**config.mk**
```make
export PLATFORM = sky130hd
export DESIGN_NAME = sccb_init_sequencer
export DESIGN_NICKNAME = d
export VERILOG_FILES = /design/src/rtl/sccb_init_sequencer.sv
export SDC_FILE = /design/constraint.sdc
export NUM_CORES = 1
export LEC_CHECK = 0
export ABC_CLOCK_PERIOD_IN_PS = 5700
export CAP_MARGIN = 20
export CELL_PAD_IN_SITES_DETAIL_PLACEMENT = 0
export CELL_PAD_IN_SITES_GLOBAL_PLACEMENT = 1
export CORE_ASPECT_RATIO = 1.25
export CORE_UTILIZATION = 46
export DETAILED_ROUTE_END_ITERATION = 7
export PLACE_DENSITY_LB_ADDON = 0.1
export SYNTH_ARGS = -nofsm -noshare
export SYNTH_HDL_FRONTEND = slang
export SYNTH_SLANG_ARGS = --single-unit
```
**constraint.sdc**
```tcl
create_clock -name clk -period 5.7 [get_ports clk]
set_input_delay 1.14 -clock clk [delete_from_list [all_inputs] [get_ports clk]]
set_output_delay 1.14 -clock clk [all_outputs]
set_load 0.01 [all_outputs]
```
**src/rtl/sccb_init_sequencer.sv**
```systemverilog
// rtl/sccb_init_sequencer.sv - register-table walker driving a byte-level SCCB/I2C master
//
// Ports:
//   clk, reset     system clock, asynchronous active-high reset
//   go             start pulse (accepted in IDLE and DONE)
//   busy/done/err  sequence status; err_index holds the table index that timed out
//   rom_addr/rom_data  table read port, data valid one clock after the address
//   m_tx_data, m_start, m_stop, m_i2c_en  requests to the master
//   m_ready, m_tx_done                   status from the master
module sccb_init_sequencer #(
    parameter logic [7:0] DEV_ADDR    = 8'h42,
    parameter int         ROM_AW      = 8,
    parameter int         TIMEOUT_CYC = 200000,
    parameter int         DELAY_CYC   = 1000000,
    parameter int         GAP_CYC     = 1000
) (
    input  logic              clk,
    input  logic              reset,
    input  logic              go,
    output logic              busy,
    output logic              done,
    output logic              err,
    output logic [ROM_AW-1:0] err_index,
    output logic [ROM_AW-1:0] rom_addr,
    input  logic [15:0]       rom_data,
    output logic [7:0]        m_tx_data,
    output logic              m_start,
    output logic              m_stop,
    output logic              m_i2c_en,
    input  logic              m_ready,
    input  logic              m_tx_done
);

    localparam int MAX_TD = (TIMEOUT_CYC > DELAY_CYC) ? TIMEOUT_CYC : DELAY_CYC;
    localparam int MAX_C  = (MAX_TD > GAP_CYC) ? MAX_TD : GAP_CYC;
    localparam int CW     = $clog2(MAX_C + 1);

    localparam logic [CW-1:0]     TO_LAST    = CW'(TIMEOUT_CYC - 1);
    localparam logic [CW-1:0]     DELAY_LAST = CW'(DELAY_CYC - 1);
    localparam logic [CW-1:0]     GAP_LAST   = CW'(GAP_CYC - 1);
    localparam logic [ROM_AW-1:0] LAST_ADDR  = '1;

    localparam logic [15:0] END_MARK   = 16'hFFFF;
    localparam logic [15:0] DELAY_MARK = 16'hFFF0;

    typedef enum logic [3:0] {
        IDLE, FETCH, DECODE, START_REQ, START_WAIT, BYTE_REQ, BYTE_WAIT,
        STOP_REQ, STOP_WAIT, GAP, DELAY, DONE, FAIL
    } state_t;

    state_t state, state_next;

    logic [CW-1:0]     cnt;
    logic [1:0]        byte_cnt, byte_cnt_next;
    logic [15:0]       entry;
    logic              low_seen;
    logic              txd_seen;
    logic [ROM_AW-1:0] rom_addr_next;
    logic [7:0]        tx_byte_next;
    logic              timed_state;
    logic              timeout;
    logic              wait_ok;
    logic              entering;

    // Watchdog applies only to states that depend on the master.
    assign timed_state = (state == START_REQ) || (state == START_WAIT) ||
                         (state == BYTE_REQ)  || (state == BYTE_WAIT)  ||
                         (state == STOP_REQ)  || (state == STOP_WAIT);
    assign timeout  = timed_state && (cnt == TO_LAST);
    // m_ready must be seen low before its return to high counts as completion.
    assign wait_ok  = low_seen && m_ready;
    assign entering = (state_next != state);

    always_comb begin
        state_next    = state;
        byte_cnt_next = byte_cnt;
        rom_addr_next = rom_addr;
        m_start       = 1'b0;
        m_stop        = 1'b0;
        m_i2c_en      = 1'b0;
        case (state)
            IDLE: begin
                if (go) begin
                    state_next    = FETCH;
                    rom_addr_next = '0;
                end
            end
            FETCH: state_next = DECODE;
            DECODE: begin
                if (rom_data == END_MARK) begin
                    state_next = DONE;
                end else if (rom_data == DELAY_MARK) begin
                    state_next = DELAY;
                end else begin
                    state_next    = START_REQ;
                    byte_cnt_next = 2'd0;
                end
            end
            START_REQ: begin
                if (timeout) begin
                    state_next = FAIL;
                end else if (m_ready) begin
                    m_i2c_en   = 1'b1;
                    m_start    = 1'b1;
                    state_next = START_WAIT;
                end
            end
            START_WAIT: begin
                if (timeout)      state_next = FAIL;
                else if (wait_ok) state_next = BYTE_REQ;
            end
            BYTE_REQ: begin
                if (timeout) begin
                    state_next = FAIL;
                end else if (m_ready) begin
                    m_i2c_en   = 1'b1;
                    state_next = BYTE_WAIT;
                end
            end
            BYTE_WAIT: begin
                // Without a tx_done the byte is not considered sent; the
                // watchdog resolves a master that never reports it.
                if (timeout) begin
                    state_next = FAIL;
                end else if (wait_ok && txd_seen) begin
                    if (byte_cnt == 2'd2) begin
                        state_next = STOP_REQ;
                    end else begin
                        byte_cnt_next = byte_cnt + 2'd1;
                        state_next    = BYTE_REQ;
                    end
                end
            end
            STOP_REQ: begin
                if (timeout) begin
                    state_next = FAIL;
                end else if (m_ready) begin
                    m_i2c_en   = 1'b1;
                    m_stop     = 1'b1;
                    state_next = STOP_WAIT;
                end
            end
            STOP_WAIT: begin
                if (timeout)      state_next = FAIL;
                else if (wait_ok) state_next = GAP;
            end
            GAP, DELAY: begin
                if (cnt == ((state == GAP) ? GAP_LAST : DELAY_LAST)) begin
                    // The last table slot ends the sequence instead of wrapping.
                    if (rom_addr == LAST_ADDR) begin
                        state_next = DONE;
                    end else begin
                        rom_addr_next = rom_addr + 1'b1;
                        state_next    = FETCH;
                    end
                end
            end
            DONE: begin
                if (go) begin
                    state_next    = FETCH;
                    rom_addr_next = '0;
                end
            end
            FAIL:    state_next = FAIL;
            default: state_next = IDLE;
        endcase
    end

    always_comb begin
        tx_byte_next = entry[7:0];
        case (byte_cnt_next)
            2'd0:    tx_byte_next = DEV_ADDR;
            2'd1:    tx_byte_next = entry[15:8];
            default: tx_byte_next = entry[7:0];
        endcase
    end

    always_ff @(posedge clk or posedge reset) begin
        if (reset) begin
            state     <= IDLE;
            cnt       <= '0;
            byte_cnt  <= 2'd0;
            entry     <= '0;
            low_seen  <= 1'b0;
            txd_seen  <= 1'b0;
            rom_addr  <= '0;
            m_tx_data <= 8'hFF;
            busy      <= 1'b0;
            done      <= 1'b0;
            err       <= 1'b0;
            err_index <= '0;
        end else begin
            state    <= state_next;
            byte_cnt <= byte_cnt_next;
            rom_addr <= rom_addr_next;

            if (entering) begin
                cnt      <= '0;
                low_seen <= 1'b0;
                txd_seen <= 1'b0;
            end else begin
                if (cnt != '1) cnt <= cnt + 1'b1;
                if (!m_ready)  low_seen <= 1'b1;
                if (m_tx_done) txd_seen <= 1'b1;
            end

            if (state == DECODE) entry <= rom_data;

            // Load the byte on entry so it is stable for the strobe and the wait.
            if (entering && state_next == BYTE_REQ) m_tx_data <= tx_byte_next;

            if (entering && state_next == FETCH && (state == IDLE || state == DONE)) begin
                busy <= 1'b1;
                done <= 1'b0;
            end
            if (entering && state_next == DONE) begin
                busy <= 1'b0;
                done <= 1'b1;
            end
            if (entering && state_next == FAIL) begin
                busy      <= 1'b0;
                err       <= 1'b1;
                err_index <= rom_addr;
            end
        end
    end

endmodule

```
**Word-level counts from Yosys, hierarchy flattened**

Index checks and enable logic that the tools add are counted.

- Add/subtract/negate cells: 3
- Equality and inequality tests: 29
- Multiplexer cells: 47
- Reduce and logical (&&, ||, !) cells: 25

Operator list:

| kind | count |
|---|---|
| 4-bit 2-to-1 mux | 17 |
| 20-bit 2-to-1 mux | 3 |
| 4-bit one-hot mux with 11 select lines | 1 |
| 16-bit == test (second input constant) | 2 |
| 8-bit one-hot mux with 2 select lines | 2 |
| 4-bit == test (second input constant) | 7 |
| 8-bit 2-to-1 mux | 3 |
| 20-bit by 1-bit adder with 20-bit output (second input constant) | 1 |
| 20-bit by 18-bit == test with 1-bit output (second input constant) | 1 |
| 20-bit == test | 1 |
| 4-bit by 3-bit == test with 1-bit output (second input constant) | 5 |
| 20-bit inequality test (second input constant) | 1 |
| 1-bit 2-to-1 mux | 14 |
| 2-bit 2-to-1 mux | 6 |
| 8-bit by 1-bit adder with 8-bit output (second input constant) | 1 |
| 4-bit by 1-bit == test with 1-bit output (second input constant) | 2 |
| 4-bit by 2-bit == test with 1-bit output (second input constant) | 2 |
| 8-bit == test (second input constant) | 1 |
| 1-bit logical AND | 8 |
| 2-bit nonzero test | 4 |
| 1-bit logical OR | 6 |
| 4-bit zero test | 1 |
| 2-bit by 1-bit inequality test with 1-bit output (second input constant) | 2 |
| 2-bit inequality test (second input constant) | 2 |
| other kinds (10) | 11 |

- Flip-flop bits (word level): 71
- Bits of input ports: 21
- Output and inout bits: 30

**Longest topological paths before layout**

Gate-level depths: netlist of the first run.

- Depth after elaboration: 15
- Depth in mapped cells: 12
- Gate-level depth less buffers: 9

**Least setup slack after synthesis of the first run**

OpenSTA, ideal clock, no wires.

- Path kind: input -> register
- Start point: input port rom_data[0]
- End point: register m_tx_data[0]
- Setup time: 82 ps
- Arrival time: 3321 ps
- Slack: 2297 ps
- Cell stages on the path: 7
- Path buffers: 0
- Cell sequence: or4_1 or4_1 a221o_1 o21ai_1 nand4bb_1 o2111ai_4 mux2_2

- Longest elaborated chain between the ends: 6
- Elaborated cells between the ends (all ways): 14

Ends and longest elaborated chain:

| item | RTL line | text |
|---|---|---|
| from (decl) | 25 | `input logic [15:0] rom_data,` |
| 16-bit == test | 92 | `end else if (rom_data == DELAY_MARK) begin` |
| 4-bit 2-to-1 mux or 2-bit 2-to-1 mux (tied branches) | 92 |  |
| 4-bit 2-to-1 mux or 2-bit 2-to-1 mux (tied branches) | 90 | `if (rom_data == END_MARK) begin` |
| 4-bit one-hot mux with 11 select lines or 2-bit one-hot mux with 2 select lines (tied branches) | 81 | `case (state)` |
| 4-bit inequality test (tied with other cells) | 72 | `assign entering = (state_next != state);` |
| 1-bit logical AND or 8-bit one-hot mux with 2 select lines (tied branches) | 210, 171 |  |
| to (signal assigned) | 210 | `if (entering && state_next == BYTE_REQ) m_tx_data <= tx_byte_next;` |
| to (decl) | 26 | `output logic [7:0] m_tx_data,` |

Several ways; a longest one is shown, not always the timed one.
A chain may end at the register's enable or synchronous reset.

**Worst setup path after layout of the first run**

- Start point: input port rom_data[1]
- End point: register busy

- Longest elaborated chain between the ends: 8
- Elaborated cells between the ends (all ways): 16

Ends and longest elaborated chain:

| item | RTL line | text |
|---|---|---|
| 16-bit == test | 92 |  |
| 4-bit 2-to-1 mux | 92 |  |
| 4-bit 2-to-1 mux (*) | 90 |  |
| 4-bit one-hot mux with 11 select lines (*) | 81 |  |
| via state_next[3] | 51 | `state_t state, state_next;` |
| 4-bit inequality test (tied with other cells) | 72 |  |
| 1-bit logical AND, on equally long branches | 216, 212 |  |
| 1-bit 2-to-1 mux or 1-bit logical AND (tied branches) | 216, 212 |  |
| 1-bit 2-to-1 mux or 3-bit nonzero test (tied branches) | n/a |  |
| to (signal assigned) | 213 | `busy <= 1'b1;` |
| to (signal assigned) | 217 | `busy <= 1'b0;` |
| to (signal assigned) | 221 | `busy <= 1'b0;` |
| to (decl) | 20 | `output logic busy,` |

The timed path passes the listed nets; every way through them passes the cells marked *.

==> flow_metrics.tcl, run 1 <==
set metrics [dict create \
    crit_type "in -> reg" \
    grt_antenna_before_repair 0 \
    synth_simple_gate_area_frac 0.2224 \
    rsz0062_at_grt "false" \
    ctsResizeCount 0 \
    arrival_ns 4.25 \
    yosys.cell_types.count 60 \
    cap_viol_max_count 0 \
    drc 0 \
    finalNonFillerCells 519 \
    dr.pass1.iters 4 \
    row_count 36 \
    grt_max_degree 38 \
    port_buffers 50 \
    htreeDepth 3 \
    r2r_start "state[3]" \
    period_share 0.7128 \
    fill_cells 714 \
    grt_pass1_vias 2930 \
    setup_violations 0 \
    start_util 0.4817 \
    num_vias 2961 \
    syn_area_per_cell_um2 10.15 \
    numCtsBuffers 9 \
    finalClockSkew_ns 0.008704 \
    yosys_warnings 0 \
    power_leakage_nw 1.809 \
    r2r-end "done" \
    wl_um 8361 \
    yosysSeqAreaShare 0.4705 \
    drive_gt1_frac 0.1557 \
    grt-ovfl-total 0 \
    ys.flop_type "dfrtp_1" \
    core_area_um2 7883 \
    synth-seq-cells 71 \
    crit_start "rom_data[1]" \
    crit_path_start_kind "input pin" \
    seq_area_um2 1787 \
    synth_nets 399 \
    globalRouteTotalUtil 0.2071 \
    synth_mux_area_frac 0.09193 \
    ff2ff_path_depth 8 \
    layout.nets 444 \
    root_buffer "clkbuf_8" \
    outcome "completed" \
    synth_top_family_by_area "simple AND/OR/NAND/NOR gates" \
    power_density_nw_per_um2 360.9 \
    dpl.cell_count 503 \
    cts.sinks 71 \
    finalHoldViolCount 0 \
    avgViaCountPerCell 5.705 \
    cts_tree "yes" \
    syn_to_final_growth_pct 19.64 \
    hold_buffers 0 \
    drv_slew 0 \
    drt_iter0_drc 158 \
    num_io_pins 51 \
    hpwl_um 5975 \
    postRouteAntennaNets 0 \
    hold_path_class "reg -> reg" \
    multiInputGateArea_um2 1881 \
    syn_area_um2 3797 \
    period_needed_ns 4.063 \
    async_reset_ff_frac 1.000 \
    end_kind "register" \
    grt_pass1_wl_um 14290 \
    finalSetupTns_ns 0 \
    cp.required_ns 5.88 \
    synth_xor_area_frac 0.05074 \
    fp.dieH_um 103.6 \
    fp.dieW_um 83.27 \
    cts_buffer_depth 2 \
    crit_fanout 24 \
    syn_inst 374 \
    ir_drop_mv 0.2380 \
    synth_edf_count 0 \
    setup.worst_path.end "busy" \
    r2r_slack_ns 1.75 \
    worstSkewPairLatency_ns 0.36 \
    wire_per_inst_um 16.11 \
    dieArea_um2 8625 \
    synth_compound_area_frac 0.1157 \
    diodes 0 \
    timing.fmax_mhz 246.1 \
    relSlewSlack 0.4007 \
    gp_congestion 0.8742 \
    clk_pin_slew_ns 0.07 \
    postCtsSetupRepairBufs 0 \
    worst_pin_slew_ns 0.8989 \
    synthAdderAreaFrac 0.01318 \
]
-- cells in the final DEF (no fill, tap or decap), types with 5 or more instances in the layout --
| cell | Yosys | routed |
|---|---|---|
| a21oi_1 | 13 | 13 |
| a22o_1 | 6 | 6 |
| clkbuf_8 | 0 | 9 |
| clkdlybuf4s50_1 | 0 | 50 |
| dfrtp_1 | 63 | 63 |
| dfstp_2 | 8 | 8 |
| inv_1 | 12 | 11 |
| mux2_2 | 29 | 29 |
| nand2_1 | 24 | 24 |
| nand2b_1 | 7 | 7 |
| nand3_1 | 11 | 11 |
| nand4_1 | 18 | 18 |
| nor2_1 | 35 | 35 |
| nor2b_1 | 8 | 8 |
| nor3_1 | 10 | 9 |
| nor4_1 | 7 | 7 |
| o21ai_0 | 13 | 13 |
| or4_1 | 5 | 5 |
| xnor2_1 | 5 | 5 |
| xor2_1 | 17 | 17 |
-- worst max-delay path: stages --
cell             delay [ns]
clkdlybuf4s50_1        0.46
or4_1                  0.53
a2111oi_0              0.64
a21oi_1                0.16
o211ai_1               0.21
xor2_1                 0.17
or2_1                  0.71
a41oi_1                0.21
-- routing by layer --
layer | global-route usage | part of all wire | vias to the layer above
met3 | 0.02869 | 0.031 | 15
met1 | 0.2601 | 0.45 | 1422
li1 | - | - | 1447
met2 | 0.3466 | 0.50 | 77
met4 | 0.1059 | 0.026 | 0
met5 | 0 | 0 | -
-- kinds of logic after synthesis --
logic type	Yosys count
simple gates	154
flops	71
compound gates	62
mux	31
buf+inv	30
xor+xnor	22
fa+ha+maj	4
-- worst min path at each step --
| stage | from | to | slack, ns | cells past startpoint |
|---|---|---|---|---|
| after floorplan | txd_seen | txd_seen | 0.46 | 2 |
| after global placement | err | err | 0.45 | 1 |
| after detailed placement | err | err | 0.46 | 1 |
| after CTS | err | err | 0.48 | 1 |
| after global routing | err | err | 0.51 | 1 |
| final | err | err | 0.47 | 1 |
-- final cells by class --
class,count,area share
multi-input cells,273,0.4139
clock inverters,7,0.01597
flip-flops and latches,71,0.3933
well taps,95,0.02616
clock buffers,9,0.02727
repair buffers,52,0.1135
inverters,12,0.009915
-- where the power goes --
group | total, W | switching, W | leakage [nW] | internal, W
Sequential | 0.000717 | 0.000113 | 0.915 | 0.000604
Combinational | 0.000522 | 0.000283 | 0.798 | 0.000239
Clock | 0.000401 | 0.000198 | 0.0956 | 0.000202
Total | 0.00164 | 0.000594 | 1.81 | 0.00105
-- registers in the layout, summed over array words and instances (netlist names), 2 cells and up --
signal / cells
m_tx_data: 8
entry: 16
rom_addr: 8
state: 4
err_index: 8
byte_cnt: 2
cnt: 20
-- per-stage QoR --
step / worst slack, ns / hold WS [ns] / utilization / instance area, µm² / total power (W)
floorplan: 2.297 / 0.4637 / - / 3797 / 0.001121
global placement: 1.295 / 0.4509 / 0.5514 / 4347 / 0.001241
detailed placement: 1.279 / 0.4631 / 0.5514 / 4347 / 0.001248
CTS: 1.627 / 0.4834 / 0.5763 / 4543 / 0.001653
global route: 1.278 / 0.5124 / 0.5763 / 4543 / 0.001743
finish: 1.637 / 0.4749 / 0.5763 / 4543 / 0.001639
-- cell usage after synthesis, types with 2 or more instances --
master,number,share of area
a211oi_1,3,0.0059
a21oi_1,13,0.017
a21oi_2,3,0.0069
a22o_1,6,0.014
a31oi_1,2,0.0033
and2_1,4,0.0066
and3_1,4,0.0066
and4_1,2,0.0046
buf_1,5,0.0049
buf_2,6,0.0079
buf_6,2,0.0059
clkbuf_1,5,0.0049
dfrtp_1,63,0.42
dfstp_2,8,0.055
ha_1,4,0.013
inv_1,12,0.012
mux2_1,2,0.0059
mux2_2,29,0.086
nand2_1,24,0.024
nand2b_1,7,0.012
nand3_1,11,0.014
nand3b_1,2,0.0040
nand4_1,18,0.030
nand4b_1,2,0.0046
nor2_1,35,0.035
nor2b_1,8,0.013
nor3_1,10,0.013
nor3b_1,3,0.0059
nor4_1,7,0.012
o211ai_1,4,0.0079
o21ai_0,13,0.017
o21ai_1,3,0.0040
or3_1,3,0.0049
or4_1,5,0.0099
xnor2_1,5,0.012
xor2_1,17,0.039
Note: power is estimated with default switching activity, not from simulation.
==> run 2, diff against run 1 <==
- ABC_CLOCK_PERIOD_IN_PS: 5700 -> 3520
- CORE_UTILIZATION: 46 -> 39
- clock period: 5.7 -> 3.52 ns (I/O delays scaled with it)
==> run 2 against run 1 <==
  * Register-to-register slack got worse by 1.4 ns
  * Critical path type is now reg -> out
  * Sequential share of layout area decreased by 2.6 points
  * Utilization decreased by 5.5 points
  * Critical path depth decreased by 2
  * Sequential power increased by 56%
  * Power increased by 88%
  * Count of clock-buffer cells in the layout increased by 3
  * Die area increased by 18%
  * Hold slack got worse by 0.0028 ns
  * Global-route usage decreased by 2.0 points
  * Non-clock buffer count increased by 20
==> flow_metrics.tcl, run 2 (synthesized netlist as in run 1, its figures left out) <==
set metrics [dict create \
    outcome "completed" \
    relSlewSlack 0.5145 \
    globalRouteTotalUtil 0.1872 \
    combPwrFrac 0.323 \
    final_cell_area_um2 4861 \
    mostFrequentLayoutCells "dfrtp_1, clkdlybuf4s50_1, nor2_1" \
    worstHoldPathCells 1 \
    hold_path_class "reg -> reg" \
    num_vias 3045 \
    numCtsBuffers 9 \
    crit_type "reg -> out" \
    drc 0 \
    finalClockSkew_ns 0.005252 \
    final_common_cell "dfrtp_1" \
    drv_slew 0 \
    path_cells "ha_1, and2_1, nand2b_1, nor2_1, nor4b_1, clkdlybuf4s50_1" \
    num_io_pins 51 \
    hold_buffers 0 \
    cts_buffer_depth 2 \
    clkPwrFrac 0.313 \
    fill_cells 861 \
    largest_reg_flops 20 \
    crit_path_max_incr_delay_ns 0.59 \
    ctsResizeCount 0 \
    largest_register "cnt" \
    ir_drop_mv 0.3524 \
    hpwl_um 6505 \
    start_util 0.4074 \
    crit_path_start_kind "register" \
    finalSetupTns_ns 0 \
    diodes 0 \
    worst_pin_slew_ns 0.7266 \
    arrival_ns 2.57 \
    cpMaxStageDelayCell "clkdlybuf4s50_1" \
    cts.sinks 71 \
    setup_violations 0 \
    drive_gt1_frac 0.1892 \
    p_seq_frac 0.363 \
    place_area_um2 4544 \
    cp.required_ns 2.82 \
    dieArea_um2 10140 \
    fin_ws_ns 0.2418 \
    drt_iter0_drc 186 \
    pre_cts_ws_ns -0.07975 \
    postCtsSetupRepairBufs 0 \
    layout.nets 464 \
    syn_to_final_growth_pct 28.01 \
    wire_per_inst_um 15.34 \
    grt_pass1_wl_um 14810 \
    worstSkewPairLatency_ns 0.33 \
    row_count 39 \
    period_share 0.9313 \
    power_density_nw_per_um2 635.0 \
    crit_fanout 7 \
    rsz0062_at_grt "false" \
    dr.pass1.iters 4 \
    avgViaCountPerCell 5.370 \
    grt_max_degree 47 \
    core_area_um2 9320 \
    htreeDepth 3 \
    end_kind "output pin" \
    fp.dieH_um 112.3 \
    grt-ovfl-total 0 \
    hold-worst-slack_ns 0.4721 \
    ff2ff_path_depth 8 \
    seq_area_um2 1787 \
    p_sw_w 0.0009968 \
    intPower_w 0.002090 \
    finalHoldViolCount 0 \
    postRouteAntennaNets 0 \
    cts_tree "yes" \
    r2r_slack_ns 0.35 \
    fp.dieW_um 90.26 \
    clk_pin_slew_ns 0.06 \
    timing.fmax_mhz 305.0 \
    multiInputGateArea_um2 1881 \
    reg_top3 "cnt (20), entry (16)" \
    wl_um 8698 \
    power_leakage_nw 1.975 \
    p_sw_frac 0.3229 \
    cap_viol_max_count 0 \
    gp_congestion 0.8079 \
    grt_pass1_vias 3028 \
    root_buffer "clkbuf_16" \
    period_needed_ns 3.278 \
    port_buffers 50 \
    grt_antenna_before_repair 0 \
]
## run 2: cell types whose count changed in the layout (fill, tap and decap cells not counted)
cell / delta
buf_4: +19
clkbuf_8: -8
inv_6: -1
clkbuf_1: +2
clkbuf_16: +9
clkinvlp_4: -2
buf_12: +1
bufinv_16: +1
clkinv_4: -1
## run 2: metal layers
metal  wire, µm  global-route usage
met5          0                   0
met2       4497              0.3267
met1       3831              0.2225
met3        305             0.04878
met4         63             0.06667
## run 2: final cells by class
type | count | share of cell area
sequential | 71 | 0.3676
timing repair buffer | 72 | 0.1395
tap | 123 | 0.03166
inverter | 12 | 0.009266
multi-input combinational | 273 | 0.3869
clock inverter | 4 | 0.01441
clock buffer | 12 | 0.05071
## run 2: critical path: cells and delay by family, from the launching register on
| kind | cells | cell delay (ns) |
|---|---|---|
| buf+inv | 1 | 0.59 |
| fa+ha+maj | 1 | 0.25 |
| simple gates | 4 | 0.98 |
| flops | 1 | 0.42 |
## run 2: final timing paths
| path | from | endpoint |
|---|---|---|
| worst max register to register | cnt[19] | m_tx_data[4] |
| max in group asynchronous | reset | m_tx_data[4] |
| worst max-delay path | cnt[0] | m_stop |
| min in group asynchronous | reset | cnt[1] |
| worst min-delay path | err | err |
| worst min register to register | err | err |
## run 2: metrics by stage
stage          instances  power (W)  utilization
5_1_grt              567   0.003264       0.5215
3_5_place_dp         551   0.002138       0.4876
2_1_floorplan        374   0.001815            -
4_1_cts              567   0.003114       0.5215
3_3_place_gp         551   0.002130       0.4876
6_report             567   0.003086       0.5215
## run 2: power by group through the flow
stage | logic (W) | registers [W] | clock network, W
global placement | 0.000995 | 0.00113 | 0
global route | 0.00109 | 0.00115 | 0.00102
floorplan | 0.000745 | 0.00107 | 0
CTS | 0.00101 | 0.00112 | 0.000986
finish | 0.000998 | 0.00112 | 0.000967
detailed placement | 0.00100 | 0.00114 | 0
